### config.mk
export PLATFORM = sky130hd
export DESIGN_NAME = prompt_sequencer
export DESIGN_NICKNAME = d
export VERILOG_FILES = /design/src/rtl/prompt_sequencer.sv
export SDC_FILE = /design/constraint.sdc
export NUM_CORES = 1
export LEC_CHECK = 0
export BUFFER_PORTS_ARGS = -buffer_cell sky130_fd_sc_hd__buf_2
export CAP_MARGIN = 40
export CORE_ASPECT_RATIO = 0.9
export CORE_MARGIN = 2
export CORE_UTILIZATION = 60
export CTS_CLUSTER_SIZE = 30
export DETAILED_ROUTE_END_ITERATION = 16
export PLACE_DENSITY = 0.81
export RECOVER_POWER = 50
export SYNTH_ARGS = -nofsm -noshare
export SYNTH_HDL_FRONTEND = slang
export SYNTH_SLANG_ARGS = --single-unit
### constraint.sdc
create_clock -name clock -period 3.6 [get_ports clock]
set_clock_uncertainty 0.2 [all_clocks]
set_input_delay 0.36 -clock clock [delete_from_list [all_inputs] [get_ports clock]]
set_output_delay 0.36 -clock clock [all_outputs]
set_load 0.03 [all_outputs]
### src/rtl/prompt_sequencer.sv
// Prompt sequencer for the NotNot game: pulls an LFSR value per round,
// decodes it into a (possibly negated) direction prompt, times the player's
// response window, judges the key press and keeps score and lives.
// Ports: clock/reset (async, active-high); start begins a game; lfsr_in is
// the LFSR value and lfsr_enable advances it; key_valid/key_dir carry the
// player's key; prompt_valid/prompt_dir/prompt_not describe the live prompt;
// timer_remaining counts down the window; score/lives track the game;
// hit/miss pulse once per round; game_over is high in GAME_OVER.
module prompt_sequencer #(
    parameter int TIMEOUT_CYCLES = 50000000,
    parameter int TIMEOUT_STEP   = 2500000,
    parameter int TIMEOUT_MIN    = 12500000,
    parameter int RESULT_CYCLES  = 12500000,
    parameter int TIMER_W        = 26,
    parameter int SCORE_W        = 8,
    parameter int START_LIVES    = 3
) (
    input  logic               clock,
    input  logic               reset,
    input  logic               start,
    input  logic [2:0]         lfsr_in,
    input  logic               key_valid,
    input  logic [1:0]         key_dir,
    output logic               lfsr_enable,
    output logic               prompt_valid,
    output logic [1:0]         prompt_dir,
    output logic               prompt_not,
    output logic [TIMER_W-1:0] timer_remaining,
    output logic [SCORE_W-1:0] score,
    output logic [1:0]         lives,
    output logic               hit,
    output logic               miss,
    output logic               game_over
);

    typedef enum logic [2:0] {
        IDLE, FETCH, SAMPLE, SHOW, RESULT, GAME_OVER
    } state_t;

    localparam logic [TIMER_W-1:0] WIN_INIT = TIMER_W'(TIMEOUT_CYCLES);
    localparam logic [TIMER_W-1:0] WIN_STEP = TIMER_W'(TIMEOUT_STEP);
    localparam logic [TIMER_W-1:0] WIN_MIN  = TIMER_W'(TIMEOUT_MIN);
    localparam logic [TIMER_W-1:0] RES_LAST = TIMER_W'(RESULT_CYCLES - 1);
    localparam logic [1:0]         LIVES0   = 2'(START_LIVES);

    state_t             state, state_next;
    logic [TIMER_W-1:0] window;
    logic [TIMER_W-1:0] window_shrunk;
    logic [TIMER_W-1:0] result_cnt;
    logic               correct;
    logic               timeout;
    logic               lfsr_ok;
    logic               result_done;

    // A negated prompt accepts any direction except the shown one.
    assign correct     = prompt_not ? (key_dir != prompt_dir)
                                    : (key_dir == prompt_dir);
    assign timeout     = (timer_remaining == TIMER_W'(1));
    assign lfsr_ok     = (lfsr_in != 3'b111);
    assign result_done = (result_cnt == RES_LAST);

    // Shrink the window without wrapping below zero or below the floor.
    assign window_shrunk =
        ((window >= WIN_STEP) && ((window - WIN_STEP) >= WIN_MIN))
        ? (window - WIN_STEP) : WIN_MIN;

    always_comb begin
        state_next   = state;
        lfsr_enable  = 1'b0;
        prompt_valid = 1'b0;
        game_over    = 1'b0;
        case (state)
            IDLE: begin
                if (start) state_next = FETCH;
            end
            FETCH: begin
                lfsr_enable = 1'b1;
                state_next  = SAMPLE;
            end
            SAMPLE: begin
                state_next = lfsr_ok ? SHOW : FETCH;
            end
            SHOW: begin
                prompt_valid = 1'b1;
                if (key_valid || timeout) state_next = RESULT;
            end
            RESULT: begin
                if (result_done)
                    state_next = (lives == 2'd0) ? GAME_OVER : FETCH;
            end
            GAME_OVER: begin
                game_over = 1'b1;
                if (start) state_next = FETCH;
            end
            default: state_next = IDLE;
        endcase
    end

    always_ff @(posedge clock or posedge reset) begin
        if (reset) begin
            state           <= IDLE;
            window          <= WIN_INIT;
            result_cnt      <= '0;
            timer_remaining <= '0;
            score           <= '0;
            lives           <= 2'd0;
            prompt_dir      <= 2'd0;
            prompt_not      <= 1'b0;
            hit             <= 1'b0;
            miss            <= 1'b0;
        end else begin
            state <= state_next;
            hit   <= 1'b0;
            miss  <= 1'b0;
            case (state)
                IDLE, GAME_OVER: begin
                    if (start) begin
                        score  <= '0;
                        lives  <= LIVES0;
                        window <= WIN_INIT;
                    end
                end
                SAMPLE: begin
                    if (lfsr_ok) begin
                        prompt_dir      <= lfsr_in[1:0];
                        prompt_not      <= lfsr_in[2];
                        timer_remaining <= window;
                    end
                end
                SHOW: begin
                    timer_remaining <= timer_remaining - TIMER_W'(1);
                    result_cnt      <= '0;
                    // A key in the last cycle wins over the timeout.
                    if (key_valid && correct) begin
                        hit    <= 1'b1;
                        window <= window_shrunk;
                        if (score != '1) score <= score + SCORE_W'(1);
                    end else if (key_valid || timeout) begin
                        miss <= 1'b1;
                        if (lives != 2'd0) lives <= lives - 2'd1;
                    end
                end
                RESULT: begin
                    result_cnt <= result_cnt + TIMER_W'(1);
                end
                default: ;
            endcase
        end
    end

endmodule
==> metrics.csv, run 1 <==
metric,value,unit
outcome,finished with violations,
failing checks,"max-capacitance violations, max-slew violations",
share of layout cells above drive strength 1,0.1351,
routed vias,5053,
Worst EP arrival,3320,ps
setup TNS,0,ps
final worst setup slack,388.1,ps
Post-CTS Setup Bufs,0,
Synth area leaders,"dfrtp_1 36%, dfstp_2 5.8%, nand2_1 4.5%",
required time worst endpoint,3700,ps
Placed Cells,761,
cts bufs inserted,9,
Yosys warning count,0,
Startpoint Class,register,
TritonCTS clock tree,done,
Mapped Avg Cell Area,8.906,µm²
Max Slew Vio Count,41,
hold path endpoint,prompt_not$_DFFE_PP0P_,
hold path cells,2,
worst-path maximum fanout,13,
pwr/cell area,785.1,nW/µm²
clock root buffer,clkbuf_8,
Tot Pwr,4.695,mW
antenna violations before repair,0,
area delta synth->final,9.734,%
"Clk pin slew, worst setup/hold paths",90,ps
mapped cell area,5450,µm²
DR iter-0 viols,425,
dpl hpwl,9895,µm
Port Buffers,52,
Peak VDD IR,0.5659,mV
Core Box Area,8688,µm²
"top cells by count, synth","79 x dfrtp_1, 65 x nand2_1, 54 x nor2_1",
Yosys cell types,76,
HP Start,lfsr_in[2],
Max-Cap Viols,1,
GP Congestion,0.9646,
largest net degree at the start of global routing,41,
Via density,6.495,
clock sink count,91,
final setup vio count,0,
Hold Path Class,primary input to register,
CP endpoint kind,register,
# diodes,0,
final WL,13940,µm
"flops & latches, synth",91,
final number of hold-violating endpoints,0,
first-pass GRT wire length,23400,µm
cell with the most instances after synthesis,dfrtp_1,
GRT overflow,0,
Max clock buf depth,2,
gr usage total,0.2968,
sequential area share after synthesis,0.4206,
fin crit period,3212,ps
Post-Place Setup Slack,434.5,ps
Worst-Skew Late Latency,360,ps
Detailed Routing Iterations Pass 1,5,
Worst Setup Path Type,register to register,
Reg2Reg Depth,10,
Max Clk Rate,311.3,MHz
initial core utilization,0.6273,
Worst slew margin,-0.2771,
Die Y,94.42,µm
post-route clock period utilization,0.8922,
r2r setup slk,390,ps
cts repair resizes,0,
Residual DRC,0,
Least-Margin Pin Slew,1916,ps
per-cell routed wire length,17.92,µm
Die Width,104.5,µm
LEAKAGE,2.436,nW
number of global-route vias before repair,4691,
Yosys top cell by area,dfrtp_1,
Antenna Violating Nets Remaining,0,
"EDFF count, synth",0,
Finished Layout Cells,778,
H-tree depth,3,
CTS hold repair buffers,1,
R2R Path Start,window[5]$_DFFE_PP0P_,
Synthesized Nets,628,
IO Pins,53,
FP Rows,32,
"Async S/R FF share, synth",1.000,
Yosys top cell area share,0.3627,
Post-Syn Instances,612,
Final #Nets,670,
RSZ-0062 raised after global routing,false,
reg2reg end,window[9]$_DFFE_PP0P_,
Synth Flop Type,dfrtp_1,
die area,9863,µm²
cell usage in the layout (no fill, tap or decap), drive strengths merged, types with 18 or more instances in the layout:
| master | count |
|---|---|
| a21oi | 31 |
| buf | 34 |
| clkbuf | 40 |
| dfrtp | 79 |
| inv | 24 |
| nand2 | 65 |
| nand3 | 26 |
| nor2 | 55 |
| nor3 | 22 |
| o21ai | 46 |
| o31ai | 18 |
final cells by class:
class                      instances  area, µm²
multi-input combinational        462       2890
tap                              119      148.9
fill                             716       2708
clock buffer                      10      137.6
inverter                          24      91.34
sequential                        91       2292
clock inverter                     6      87.58
timing repair buffer              66      332.8
routing by layer:
layer | part of all wire | routed length, µm | track usage
met2 | 0.45 | 6270 | 0.4624
met5 | 0 | 0 | 0
met4 | 0.0090 | 125 | 0.08446
met1 | 0.45 | 6305 | 0.4327
met3 | 0.089 | 1239 | 0.04831
worst max-delay path by stage:
stage | from | to | slack (ps) | depth (start not counted)
2_1_floorplan | window[5]$_DFFE_PP0P_ | window[9]$_DFFE_PP0P_ | 680 | 11
6_report | window[5]$_DFFE_PP0P_ | window[9]$_DFFE_PP0P_ | 390 | 10
5_1_grt | reset | result_cnt[22]$_DFFE_PP0P_ | 60 | 5
3_3_place_gp | window[5]$_DFFE_PP0P_ | window[22]$_DFFE_PP1P_ | 540 | 10
3_5_place_dp | window[5]$_DFFE_PP0P_ | window[9]$_DFFE_PP0P_ | 430 | 10
4_1_cts | window[5]$_DFFE_PP0P_ | window[9]$_DFFE_PP0P_ | 410 | 10
kinds of logic (layout without fill, tap and decap cells):
logic type	after synthesis	in the layout	share of synthesized area
AO/OA/AOI/OAI	186	186	0.2417
AND/OR/NAND/NOR	244	244	0.2303
flip-flops	91	91	0.4206
multiplexers	9	9	0.01653
adder cells (fa/ha/maj)	7	7	0.01607
XOR/XNOR	16	16	0.02571
buffers and inverters	59	106	0.04913
power by group:
part           internal (mW)  leakage [nW]  switching (mW)
registers               1.32          1.13           0.481
logic                  0.696          1.19            1.41
clock network          0.412         0.117           0.378
total                   2.43          2.44            2.27
flip-flops by register name, indices dropped and copies added, names as in the netlist:
register / count
window: 21
state: 3
lives: 2
hit: 1
miss: 1
prompt_not: 1
result_cnt: 26
prompt_dir: 2
score: 8
timer_remaining: 26
metrics by stage:
stage                     cell area, µm²  hold WS (ps)  utilization
after floorplan                     5450         245.4            -
after global placement              5773         274.4       0.6645
after detailed placement            5793         102.0       0.6668
after CTS                           6028         55.86       0.6938
after global routing                5981         71.58       0.6884
final                               5981         72.02       0.6884
worst max-delay path: stages, from the launching register on:
cell	delay [ps]
dfrtp_1	450
inv_1	110
ha_1	240
and3b_1	240
o21ai_0	390
mux2i_1	240
a211oi_1	90
a211o_1	300
o211a_4	330
nor2_2	350
a22o_1	200
Note: power is estimated with default switching activity, not from simulation.
==> run 2: changes to the inputs <==
--- a/config.mk
+++ b/config.mk
@@ -7,12 +7,14 @@
 export LEC_CHECK = 0
 export BUFFER_PORTS_ARGS = -buffer_cell sky130_fd_sc_hd__buf_2
 export CAP_MARGIN = 40
+export CELL_PAD_IN_SITES_DETAIL_PLACEMENT = 1
+export CELL_PAD_IN_SITES_GLOBAL_PLACEMENT = 1
 export CORE_ASPECT_RATIO = 0.9
 export CORE_MARGIN = 2
-export CORE_UTILIZATION = 60
+export CORE_UTILIZATION = 46
 export CTS_CLUSTER_SIZE = 30
 export DETAILED_ROUTE_END_ITERATION = 16
-export PLACE_DENSITY = 0.81
+export PLACE_DENSITY_LB_ADDON = 0.1
 export RECOVER_POWER = 50
 export SYNTH_ARGS = -nofsm -noshare
 export SYNTH_HDL_FRONTEND = slang
==> run 2 against run 1 <==
  * Critical path type unchanged
  * The flow still finishes with violations (max-capacitance violations, max-slew violations)
  * Combinational power increased by 3%
  * Via count increased by 1.2%
  * Sequential share of layout area decreased by 0.62 points
  * Utilization decreased by 16 points
==> metrics.csv, run 2 (synthesized netlist as in run 1, its figures left out) <==
metric,value,unit
Max clock buf depth,2,
r2r setup slk,320,ps
area of the multi-input gates,2890,µm²
dpl hpwl,11180,µm
gr usage total,0.2650,
Hold Path Class,primary input to register,
Post-CTS Setup Bufs,0,
initial core utilization,0.4747,
met2 WL,7091,µm
most frequent cells in the layout,"79 x dfrtp_1, 65 x nand2_1, 54 x nor2_1",
Peak VDD IR,0.4740,mV
cts bufs inserted,9,
CP endpoint kind,register,
area delta synth->final,11.55,%
Max Clk Rate,305.0,MHz
DR iter-0 viols,281,
Max Slew Vio Count,92,
fin crit period,3279,ps
hold path cells,2,
RSZ-0062 raised after global routing,false,
H-tree depth,3,
reg2reg end,window[22]$_DFFE_PP1P_,
per-cell routed wire length,19.78,µm
final WL,16080,µm
LEAKAGE,2.462,nW
"Clk pin slew, worst setup/hold paths",60,ps
routed metal-1 wirelength,7856,µm
Least-Margin Pin Slew,2332,ps
final setup vio count,0,
wire length on met3,855,µm
Reg2Reg Depth,10,
hold path endpoint,prompt_dir[0]$_DFFE_PP0P_,
Die Width,118.7,µm
failing checks,"max-capacitance violations, max-slew violations",
Worst Setup Path Type,register to register,
Die Y,107.3,µm
Highest Signal Layer,met4,
Max-Cap Viols,1,
Via density,6.289,
Seq. cell area,2292,µm²
Antenna Violating Nets Remaining,0,
setup TNS,0,ps
crit path from,window[5]$_DFFE_PP0P_,
Fillers,1422,
first-pass GRT wire length,26680,µm
HP Start,lfsr_in[0],
number of global-route vias before repair,5030,
share of layout cells above drive strength 1,0.1385,
Worst EP arrival,3360,ps
# diodes,0,
worst-path maximum fanout,13,
FP Rows,37,
required time worst endpoint,3680,ps
Detailed Routing Iterations Pass 1,4,
Final #Nets,668,
post-route clock period utilization,0.9107,
Worst-Skew Late Latency,370,ps
Worst slew margin,-0.5548,
TritonCTS clock tree,done,
Residual DRC,0,
"commonest non-fill, non-tap cell in the layout",dfrtp_1,
Post-Place Setup Slack,334.0,ps
routed vias,5113,
Core Box Area,11480,µm²
outcome,finished with violations,
Largest regs,"result_cnt (26), timer_remaining (26), window (21)",
Port Buffers,52,
Startpoint Class,register,
final worst setup slack,321.4,ps
die area,12740,µm²
largest net degree at the start of global routing,92,
GP Congestion,0.9467,
final number of hold-violating endpoints,0,
IO Pins,53,
pwr/cell area,811.9,nW/µm²
clock root buffer,clkbuf_16,
antenna violations before repair,0,
clock sink count,91,
R2R Path Start,window[5]$_DFFE_PP0P_,
GRT overflow,0,
-- run 2: cell types whose count changed in the layout (fill, tap and decap cells not counted), moves of 3 or more --
cell / change
clkbuf_16: +9
clkbuf_1: -3
buf_2: +6
clkbuf_8: -9
-- run 2: metal layers --
metal | vias up | GRT usage
li1 | 2361 | -
met1 | 2623 | 0.3837
met2 | 111 | 0.3945
met3 | 18 | 0.07097
met4 | 0 | 0.06548
met5 | - | 0
-- run 2: critical path, cell delays in order, from the launching register on --
cell and delay (ps):
dfrtp_1 440, inv_1 130, ha_1 260, and3b_1 240
o21ai_0 430, mux2i_1 260, a211oi_1 90, a211o_1 300
o211a_4 330, o21ai_2 300, a21boi_0 220
-- run 2: per-stage QoR --
stage	instance area [µm²]	total power [mW]	std cells	utilization	hold slack, ps
global route	6080	5.275	813	0.5295	64.98
finish	6080	4.936	813	0.5295	63.20
global placement	5824	3.894	796	0.5073	265.0
CTS	6123	4.973	813	0.5333	55.53
floorplan	5450	3.296	612	-	245.4
detailed placement	5824	3.982	796	0.5073	292.9
-- run 2: final cells by class --
cell class              instances  area share
clock buffers                  14     0.04178
repair buffers                 64     0.05289
flip-flops and latches         91      0.3770
inverters                      24     0.01502
clock inverters                 2    0.005763
well taps                     156     0.03211
multi-input cells             462      0.4754
-- run 2: worst max-delay path by stage --
| stage | endpoint | depth (start not counted) |
|---|---|---|
| after floorplan | window[9]$_DFFE_PP0P_ | 11 |
| after global placement | window[22]$_DFFE_PP1P_ | 10 |
| after detailed placement | window[7]$_DFFE_PP1P_ | 10 |
| after CTS | window[22]$_DFFE_PP1P_ | 10 |
| after global routing | window[22]$_DFFE_PP1P_ | 10 |
| final | window[22]$_DFFE_PP1P_ | 10 |
-- run 2: where the power goes --
group          total (mW)  internal (mW)  switching, mW
clock network       0.962          0.557          0.405
logic                2.16          0.706           1.45
registers            1.82           1.32          0.491
-- run 2: repair_timing --
action	CTS	global route
hold buffers	1	0
resized for setup	0	0
hold endpoints to repair	79	0
